[src/rtl/cp0_intc.sv]
// Coprocessor-0 exception controller: edge-detected sources, masking, priority, EPC/Cause/Status.
// Optional EPC/level stack for preemption is enabled by defining CP0_NEST_EN.
module cp0_intc #(
  parameter int unsigned NUM_SRC    = 3,
  parameter int unsigned NEST_DEPTH = 4
) (
  input  logic               clk,
  input  logic               reset,
  input  logic               enable,
  input  logic [31:0]        Instruction,
  input  logic [31:0]        PCin,
  input  logic [31:0]        Din,
  input  logic [NUM_SRC-1:0] ExpSrc,
  output logic [31:0]        PCout,
  output logic [31:0]        Dout,
  output logic               ExRegWrite,
  output logic               IsEret,
  output logic               HasExp,
  output logic               ExpBlock
);

  localparam int unsigned CODE_W = 5;
  localparam int unsigned SP_W   = 4;

  if (NUM_SRC < 1 || NUM_SRC > 16 || NEST_DEPTH < 2 || NEST_DEPTH > 8) begin : g_param_check
    $error("cp0_intc: parameter out of range");
  end

  logic [31:0]         epc;
  logic [31:0]         status;
  logic [31:0]         block;
  logic [CODE_W-1:0]   cause_code;
  logic [NUM_SRC-1:0]  pend;
  logic [NUM_SRC-1:0]  prev;

  logic [1:0]          sel;
  logic                mtc0;
  logic                wr_epc;
  logic                wr_status;
  logic                wr_block;
  logic                eret_commit;
  logic [NUM_SRC-1:0]  elig;
  logic [NUM_SRC-1:0]  clr;
  logic [CODE_W-1:0]   code;
  logic                lvl_ok;
  logic                take;
  logic [SP_W-1:0]     sp_rd;
  logic [31:0]         cause_rd;
  logic                unused_bits;

  // Instruction decode
  assign ExRegWrite = ~Instruction[23];
  assign IsEret     = (Instruction[5:0] == 6'b011000);
  assign sel        = Instruction[12:11];
  assign mtc0       = enable & ~ExRegWrite;
  assign wr_epc     = mtc0 && (sel == 2'd0);
  assign wr_status  = mtc0 && (sel == 2'd1);
  assign wr_block   = mtc0 && (sel == 2'd2);

  // Highest eligible index wins; code is index + 1, zero when nothing is eligible
  assign elig = pend & ~block[NUM_SRC-1:0];

  always_comb begin
    code = '0;
    for (int i = 0; i < int'(NUM_SRC); i++) begin
      if (elig[i]) code = CODE_W'(i + 1);
    end
  end

`ifdef CP0_NEST_EN
  localparam int unsigned IDX_W = $clog2(NEST_DEPTH);

  logic [SP_W-1:0]   sp;
  logic [CODE_W-1:0] lvl;
  logic [31:0]       stk_epc [NEST_DEPTH];
  logic [CODE_W-1:0] stk_lvl [NEST_DEPTH];

  assign lvl_ok = (code > lvl) && (sp < SP_W'(NEST_DEPTH));
  assign sp_rd  = sp;
`else
  assign lvl_ok = 1'b1;
  assign sp_rd  = '0;
`endif

  assign take        = (code != '0) & ~status[0] & lvl_ok;
  assign eret_commit = IsEret & enable & ~take;
  assign clr         = take ? (NUM_SRC'(1) << (code - 5'd1)) : '0;

  always_ff @(posedge clk) begin
    if (reset) begin
      epc        <= '0;
      status     <= '0;
      block      <= '0;
      cause_code <= '0;
      pend       <= '0;
      prev       <= '0;
`ifdef CP0_NEST_EN
      sp  <= '0;
      lvl <= '0;
      for (int i = 0; i < int'(NEST_DEPTH); i++) begin
        stk_epc[i] <= '0;
        stk_lvl[i] <= '0;
      end
`endif
    end else begin
      prev <= ExpSrc;
      // A new rising edge beats the clear of the source being taken
      pend <= (pend & ~clr) | (ExpSrc & ~prev);
      if (wr_block)  block  <= Din;
      if (wr_status) status <= Din;
      if (take) begin
        epc        <= PCin;
        cause_code <= code;
`ifdef CP0_NEST_EN
        stk_epc[IDX_W'(sp)] <= epc;
        stk_lvl[IDX_W'(sp)] <= lvl;
        sp                  <= sp + 1'b1;
        lvl                 <= code;
`else
        status[0] <= 1'b1;
`endif
      end else if (eret_commit) begin
`ifdef CP0_NEST_EN
        if (sp != '0) begin
          epc <= stk_epc[IDX_W'(sp - 1'b1)];
          lvl <= stk_lvl[IDX_W'(sp - 1'b1)];
          sp  <= sp - 1'b1;
        end
`else
        status[0] <= 1'b0;
`endif
      end else if (wr_epc) begin
        epc <= Din;
      end
    end
  end

  // Register read mux; Cause exposes live pending bits above the code field
  assign cause_rd = (32'(pend) << 16) | 32'(cause_code);

  always_comb begin
    Dout = epc;
    case (sel)
      2'd0:    Dout = epc;
      2'd1:    Dout = {status[31:12], sp_rd, status[7:0]};
      2'd2:    Dout = block;
      default: Dout = cause_rd;
    endcase
  end

  assign PCout    = epc;
  assign HasExp   = take;
  assign ExpBlock = status[0];

  assign unused_bits = ^{Instruction[31:24], Instruction[22:13], Instruction[10:6], status[11:8]};

endmodule
[config.mk]
export PLATFORM = sky130hd
export DESIGN_NAME = cp0_intc
export DESIGN_NICKNAME = d
export VERILOG_FILES = /design/src/rtl/cp0_intc.sv
export SDC_FILE = /design/constraint.sdc
export NUM_CORES = 1
export LEC_CHECK = 0
export CORE_MARGIN = 10
export CORE_UTILIZATION = 40
export CTS_CLUSTER_DIAMETER = 40
export DETAILED_ROUTE_END_ITERATION = 6
export PLACE_DENSITY = 0.76
export SLEW_MARGIN = 20
export SYNTH_ARGS = -nofsm -noshare
export SYNTH_HDL_FRONTEND = slang
export SYNTH_SLANG_ARGS = --single-unit
[constraint.sdc]
create_clock -name clk -period 1.6 [get_ports clk]
set_clock_uncertainty 0.1 [all_clocks]
set_input_delay 0.4 -clock clk [delete_from_list [all_inputs] [get_ports clk]]
set_output_delay 0.4 -clock clk [all_outputs]
set_load 0.005 [all_outputs]
## After elaboration in Yosys (flattened, before gate mapping)

Index checks and enable logic that the tools add are counted.

| operators by class | value |
|---|---|
| $add $sub $neg | 1 |
| eq/ne operators | 4 |
| shift-type cells | 1 |
| mux-type cells | 11 |
| bitwise operators | 15 |
| reductions and logical operators | 8 |

Operator list:

| operator | number |
|---|---|
| $mux W32 | 3 |
| $pmux W32 S3 | 1 |
| $or A19 B5 Y19 | 1 |
| $and A3 B3 Y3 | 3 |
| $not A3 Y3 | 3 |
| $eq A6 B5 Y1 const B | 1 |
| $reduce_bool A5 Y1 | 1 |
| $shl A1 B5 Y3 const A | 1 |
| $sub A5 B1 Y5 const B | 1 |
| $and A1 B1 Y1 | 4 |
| $mux W1 | 4 |
| $mux W2 | 2 |
| $logic_and A1 B1 Y1 | 3 |
| $mux W3 | 1 |
| $not A1 Y1 | 3 |
| $or A3 B3 Y3 | 1 |
| $reduce_bool A3 Y1 | 1 |
| $eq A2 B1 Y1 const B | 1 |
| $eq A2 B2 Y1 const B | 1 |
| $logic_not A2 Y1 | 1 |
| $ne A2 B1 Y1 const B | 1 |
| $reduce_and A2 Y1 | 1 |
| $reduce_bool A2 Y1 | 1 |

| storage, ports and cells | value |
|---|---|
| bits in registers | 107 |
| input port bits | 102 |
| output and inout port bits | 68 |

## Longest topological paths before layout

Gate-level depths: netlist of the first run.

| depth | value |
|---|---|
| depth in word-level cells | 11 |
| depth in mapped cells | 7 |

## Worst setup path before layout of the first run

No wires, ideal clock.

| timing | value |
|---|---|
| path kind | input -> output |
| start point | input port Instruction[12] |
| end point | output port Dout[1] |
| data arrival time | 1.259 ns |
| setup slack | -0.159 ns |
| cell stages on the path | 3 |
| path buffers | 2 |
| path through | buf_4 buf_4 mux4_2 |

| on the way | value |
|---|---|
| word-level cells in the longest chain between the ends | 2 |
| elaborated cells on any way between the ends | 4 |

Ends and longest elaborated chain:

| item | RTL line | text |
|---|---|---|
| start: declaration | 10 | `input logic [31:0] Instruction,` |
| $eq A2 B2 Y1, or another cell as far along | 143 | `case (sel)` |
| $pmux W32 S3 (*) | 143 |  |
| end: declaration | 15 | `output logic [31:0] Dout,` |

Mark *: on every way between the ends. The rest lies on a longest branch, timed or not.

## Worst setup path in the final report of the first run

| timing | value |
|---|---|
| start point | register pend[0] |
| end point | output port Dout[16] |

| on the way | value |
|---|---|
| word-level cells in the longest chain between the ends | 2 |

Ends and longest elaborated chain:

| item | RTL line | text |
|---|---|---|
| start: declaration | 33 | `logic [NUM_SRC-1:0] pend;` |
| start signal: assignment | 108 | `pend <= (pend & ~clr) \| (ExpSrc & ~prev);` |
| $or A19 B5 Y19 | 139 | `assign cause_rd = (32'(pend) << 16) \| 32'(cause_code);` |
| $pmux W32 S3 | 143 |  |

Every way passes these cells.

==> results of run 1 <==
==> stage by stage <==
step | setup TNS, ns | hold WS [ns] | cell area (sq um)
detailed placement | -61.06 | 0.347 | 6800
global route | -6.62 | 0.377 | 8200
global placement | -57.93 | 0.340 | 6800
finish | -5.04 | 0.355 | 8200
floorplan | -0.325 | 0.333 | 4770
CTS | -7.11 | 0.357 | 7860
==> layout by cell type (no fill, tap or decap), drive strengths merged, types with 2 or more instances in the layout <==
cell type / n
nand2: 206
buf: 148
dfxtp: 100
clkdlybuf4s50: 67
a21oi: 67
nor2: 40
dlygate4sd2: 35
a311oi: 32
mux2i: 27
o21ai: 25
clkbuf: 17
nand2b: 7
mux4: 5
nor2b: 5
inv: 4
and2: 2
clkinv: 2
a31o: 2
clkdlybuf4s15: 2
==> registers in the layout, summed over array words and instances (netlist names) <==
| register | flops |
|---|---|
| prev | 3 |
| pend | 3 |
| PCout | 32 |
| status | 28 |
| cause_code | 2 |
| block | 32 |
==> power by group through the flow <==
stage                     clock network (uW)  logic (uW)  registers, uW
after detailed placement                   0        1610           2810
after CTS                               2090        1720           2770
after floorplan                            0         643           2820
after global routing                    2190        2070           2800
final                                   2100        1960           2790
after global placement                     0        1560           2800
==> worst min path at each step <==
stage	startpoint	to	slack, ns
after floorplan	status[16]$_SDFFE_PP0P_	status[16]$_SDFFE_PP0P_	0.33
after detailed placement	block[15]$_SDFFE_PP0P_	block[15]$_SDFFE_PP0P_	0.35
final	block[5]$_SDFFE_PP0P_	block[5]$_SDFFE_PP0P_	0.36
after global routing	block[18]$_SDFFE_PP0P_	block[18]$_SDFFE_PP0P_	0.38
after CTS	block[15]$_SDFFE_PP0P_	block[15]$_SDFFE_PP0P_	0.36
after global placement	block[17]$_SDFFE_PP0P_	block[17]$_SDFFE_PP0P_	0.34
==> metal layers <==
metal / part of all wire / GRT usage / vias to the layer above
li1: - / - / 2397
met1: 0.39 / 0.239 / 2600
met2: 0.51 / 0.381 / 253
met3: 0.081 / 0.0641 / 37
met4: 0.024 / 0.0742 / 0
met5: 0 / 0 / -
==> synthesized netlist by cell type <==
library cell / n
nand2_1: 206
nor4b_4: 1
and3b_1: 1
nor2_1: 40
nand2b_4: 1
a31o_2: 2
nand2b_1: 6
buf_1: 3
a311oi_2: 30
buf_4: 5
o21ai_0: 25
inv_1: 3
nand4b_1: 1
and4b_1: 1
nand4bb_4: 1
a311oi_1: 2
nor2b_1: 5
clkbuf_1: 18
a21o_4: 1
dfxtp_1: 100
mux2i_1: 27
buf_2: 13
buf_6: 7
and2_1: 2
a21oi_4: 1
a211o_1: 1
mux4_2: 5
a22oi_1: 1
a21oi_1: 66
==> final cells by class <==
cell class / instances / area [sq um]
repair buffers: 257 / 2690
clock buffers: 12 / 246
inverters: 3 / 11.3
fillers: 798 / 3320
clock inverters: 4 / 33.8
well taps: 143 / 179
flip-flops and latches: 100 / 2040
multi-input cells: 426 / 3000
==> logic make-up (layout without fill, tap and decap cells) <==
kind of cell | after synthesis | in the layout | synth area share
compound gates | 129 | 129 | 0.208
buf+inv | 49 | 276 | 0.0573
flops | 100 | 100 | 0.422
mux | 32 | 32 | 0.0807
simple gates | 265 | 265 | 0.231
==> worst max-delay path, cell delays in order, from the launching register on <==
cell	delay (ns)
dfxtp_4	0.35
mux4_2	0.49
buf_6	0.14
==> repair_timing <==
action,in CTS,in global routing
hold buffers,0,0
setup endpoints to repair,149,80
endpoints found under the hold margin,0,0
buffers inserted,31,7
resized for setup,370,102
pin swaps,70,38
gates cloned,10,3
==> flow_summary.json, run 1 <==
{
  "p_int_uw": 4850,
  "cts-root-buf": "clkbuf_16",
  "place_inst": 887,
  "routed-via-count": 5287,
  "core-area_sq_um": 11500,
  "pin_count": 170,
  "ys_warn_count": 0,
  "ant_nets": 0,
  "fin_cells": 945,
  "crit_arrival_ns": 1.31,
  "seqPwrFrac": 0.407,
  "start_util": 0.412,
  "antenna-diode-count": 0,
  "slew_violations": 0,
  "pwr-share-comb": 0.286,
  "numCtsBuffers": 9,
  "min_path_type": "register to register",
  "fin_nets": 899,
  "rsz0062_at_grt": "yes",
  "cts_tree": "built",
  "worst_slew_pin_slew_ns": 0.403,
  "grt_pass1_vias": 5589,
  "io_buffers": 146,
  "endpoint": "Dout[16]",
  "clk_path_buf_depth": 2,
  "max_cap_violations": 0,
  "violations": "negative setup slack",
  "critPathLaunch": "pend[0]$_SDFF_PP0_",
  "grt_max_degree": 45,
  "hold_depth": 2,
  "die_width_microns": 129,
  "netlist_instances": 575,
  "r2r_cells": 7,
  "dieArea_sq_um": 16600,
  "worst_setup_path_start_kind": "register",
  "cp.required_ns": 1.10,
  "netlist_top_cells_area": "dfxtp_1, nand2_1, a311oi_2",
  "ys_ff_latch": 100,
  "reg2reg_slack_ns": 0.01,
  "drive_gt1_frac": 0.433,
  "synth_top_area_frac": 0.422,
  "grt.total_usage": 0.214,
  "finalPower_uw": 6840,
  "clk_pin_slew_ns": 0.07,
  "pre_cts_ws_ns": -0.730,
  "finalHoldViolations": 0,
  "synth-seq-area-share": 0.422,
  "ir_drop_mv": 0.539,
  "syn_area_sq_um": 4740,
  "chipHeight_microns": 129,
  "avgRoutedWirePerCell_microns": 20.8,
  "firstDrtPassIters": 7,
  "final-setup-viol-count": 45,
  "setup_ws_ns": -0.211,
  "clock-sinks": 100,
  "syn_nets": 677,
  "row_count": 39,
  "avgSynthCellArea_sq_um": 8.25,
  "cp-end-kind": "output pin",
  "htreeDepth": 3,
  "antenna_found_initial": 0,
  "syn_to_final_growth_pct": 72.9,
  "power.switching_uw": 1990,
  "place.gp.congestion": 0.774,
  "clkPwrFrac": 0.307,
  "cp_max_fo": 2,
  "crit_type": "register to output pin",
  "drt_wl_total_microns": 19700,
  "synth.distinct_cells": 29,
  "switching_share": 0.291,
  "period_share": 1.13,
  "drc": 0,
  "timing.final.crit_period_ns": 1.81,
  "r2r_end": "cause_code[1]$_SDFFE_PP0P_",
  "via_per_inst": 5.59,
  "synth_area_leader_cell": "dfxtp_1",
  "drtIter0Drc": 510,
  "r2r_start": "pend[0]$_SDFF_PP0_",
  "p_per_area_nw_per_um2": 834,
  "grt-ovfl-total": 0,
  "leakage_uw": 0.00350,
  "maxSlewHeadroom": 0.731,
  "status": "complete, but fails checks",
  "grt_pass1_wl_microns": 28700,
  "insertion_delay_ns": 0.34,
  "hpwl_microns": 11600,
  "fin_util": 0.712,
  "fmax_mhz": 552
}
Power figures use the tool's default switching activity.
==> run 2, diff against run 1 <==
- CAP_MARGIN: default -> 20
- CORE_UTILIZATION: 40 -> 41
- HOLD_SLACK_MARGIN: default -> 0.1
- PLACE_DENSITY: 0.76 -> 0.77
==> run 2 against run 1 <==
Effect of this change:
- the flow still finishes with violations (negative setup slack)
- flip-flop and latch count did not move
- hold slack improved by 0.0018 ns
- final area is 0.27% lower
- utilization increased by 0.72 points
- highest routed layer unchanged
==> flow_summary.json, run 2 (same netlist as run 1, synthesis figures left out) <==
{
  "switching_share": 0.289,
  "min_path_type": "primary input to register",
  "p_int_uw": 4900,
  "core-area_sq_um": 11400,
  "place.gp.congestion": 0.805,
  "pin_count": 170,
  "numCtsBuffers": 9,
  "period_share": 1.16,
  "finalHoldViolations": 0,
  "placed_area_sq_um": 6740,
  "drt_wl_total_microns": 20300,
  "max_cap_violations": 0,
  "timing.final.crit_period_ns": 1.85,
  "start_util": 0.417,
  "final-setup-viol-count": 49,
  "place_inst": 885,
  "routed-via-count": 5324,
  "cts_tree": "built",
  "io_buffers": 146,
  "whs_ns": 0.357,
  "clkPwrFrac": 0.309,
  "status": "complete, but fails checks",
  "crit_arrival_ns": 1.35,
  "ant_nets": 0,
  "via_per_inst": 5.62,
  "hpwl_microns": 11200,
  "final_common_cell": "nand2_1",
  "ir_drop_mv": 0.681,
  "syn_to_final_growth_pct": 72.4,
  "grt_max_degree": 33,
  "avgRoutedWirePerCell_microns": 21.4,
  "grt.total_usage": 0.227,
  "pwr-share-comb": 0.287,
  "grt-ovfl-total": 0,
  "drc": 0,
  "cts-root-buf": "clkbuf_16",
  "clock-sinks": 100,
  "dieArea_sq_um": 16300,
  "violations": "negative setup slack",
  "antenna-diode-count": 0,
  "final_cell_mix": "nand2_1, dfxtp_1, clkdlybuf4s50_1, a21oi_1, buf_4",
  "p_per_area_nw_per_um2": 843,
  "fin_util": 0.719,
  "worst_setup_path_start_kind": "primary input",
  "clk_pin_slew_ns": 0.07,
  "maxSlewHeadroom": 0.784,
  "insertion_delay_ns": 0.33,
  "chipHeight_microns": 128,
  "fmax_mhz": 540,
  "drive_gt1_frac": 0.400,
  "reg2reg_slack_ns": 0.03,
  "grt_pass1_wl_microns": 29600,
  "cp_max_fo": 5,
  "firstDrtPassIters": 4,
  "worst_slew_pin_slew_ns": 0.324,
  "grt_pass1_vias": 5412,
  "drtIter0Drc": 463,
  "seqPwrFrac": 0.404,
  "clk_path_buf_depth": 2,
  "leakage_uw": 0.00343,
  "crit_type": "primary input to output pin",
  "htreeDepth": 3,
  "row_count": 39,
  "fin_cells": 947,
  "finalPower_uw": 6890,
  "rsz0062_at_grt": "yes",
  "die_width_microns": 128,
  "cp.required_ns": 1.10,
  "cts_hold_buf": 0,
  "setup_ws_ns": -0.250,
  "stdcell_area_sq_um": 8180,
  "antenna_found_initial": 0,
  "cp-end-kind": "output pin",
  "power.switching_uw": 1990,
  "slew_violations": 0,
  "fin_nets": 901
}
[run 2: changes by cell type in the layout (fill, tap and decap cells not counted), moves of 5 or more]
| cell | delta |
|---|---|
| buf_8 | -5 |
| nand2_1 | +21 |
| buf_16 | +8 |
| a21oi_2 | +6 |
| dfxtp_2 | -5 |
| buf_12 | -5 |
| a21oi_1 | -6 |
| nand2_2 | -21 |
[run 2: timing repair]
| action | 4_1_cts | 5_1_grt |
|---|---|---|
| resized for setup | 326 | 100 |
| endpoints found under the setup margin | 134 | 99 |
| cloned | 14 | 2 |
| setup buffers | 32 | 6 |
| pin swaps | 37 | 62 |
[run 2: power groups by stage]
| stage | registers [uW] | clock network, uW | logic, uW |
|---|---|---|---|
| global route | 2800 | 2250 | 2090 |
| global placement | 2790 | 0 | 1560 |
| detailed placement | 2800 | 0 | 1590 |
| floorplan | 2820 | 0 | 643 |
| CTS | 2760 | 2130 | 1800 |
| finish | 2780 | 2130 | 1980 |
[run 2: metal layers]
layer | track usage | wire length (microns)
met4 | 0.0743 | 706
met3 | 0.0670 | 1690
met2 | 0.399 | 10200
met1 | 0.258 | 7680
met5 | 0 | 0
[run 2: final cells by class]
class / count / area [sq um]
Tap cell: 143 / 179
Timing Repair Buffer: 259 / 2730
Clock inverter: 4 / 32.5
Fill cell: 813 / 3190
Clock buffer: 12 / 256
Inverter: 3 / 11.3
Sequential cell: 100 / 2040
Multi-Input combinational cell: 426 / 2930
[run 2: critical path, stage by stage]
cell and delay, ns:
buf_16 0.12, nor2b_4 0.21, buf_6 0.15, buf_6 0.13, buf_6 0.11, nand2_4 0.05, o21ai_2 0.06, buf_2 0.13
[run 2: path summary, 6_finish.rpt]
kind                          from                    endpoint  depth (start not counted)
max                Instruction[12]                    Dout[14]                          8
min                          reset      PCout[22]$_SDFFE_PP0P_                          2
max reg2reg     pend[0]$_SDFF_PP0_  cause_code[1]$_SDFFE_PP0P_                          7
min reg2reg  block[3]$_SDFFE_PP0P_       block[3]$_SDFFE_PP0P_                          2
[run 2: metrics by stage]
stage / worst slack [ns] / TNS (ns)
after global placement: -0.784 / -57.37
after global routing: -0.294 / -7.47
after detailed placement: -0.836 / -63.17
after floorplan: -0.0380 / -0.325
after CTS: -0.246 / -4.86
final: -0.250 / -4.90
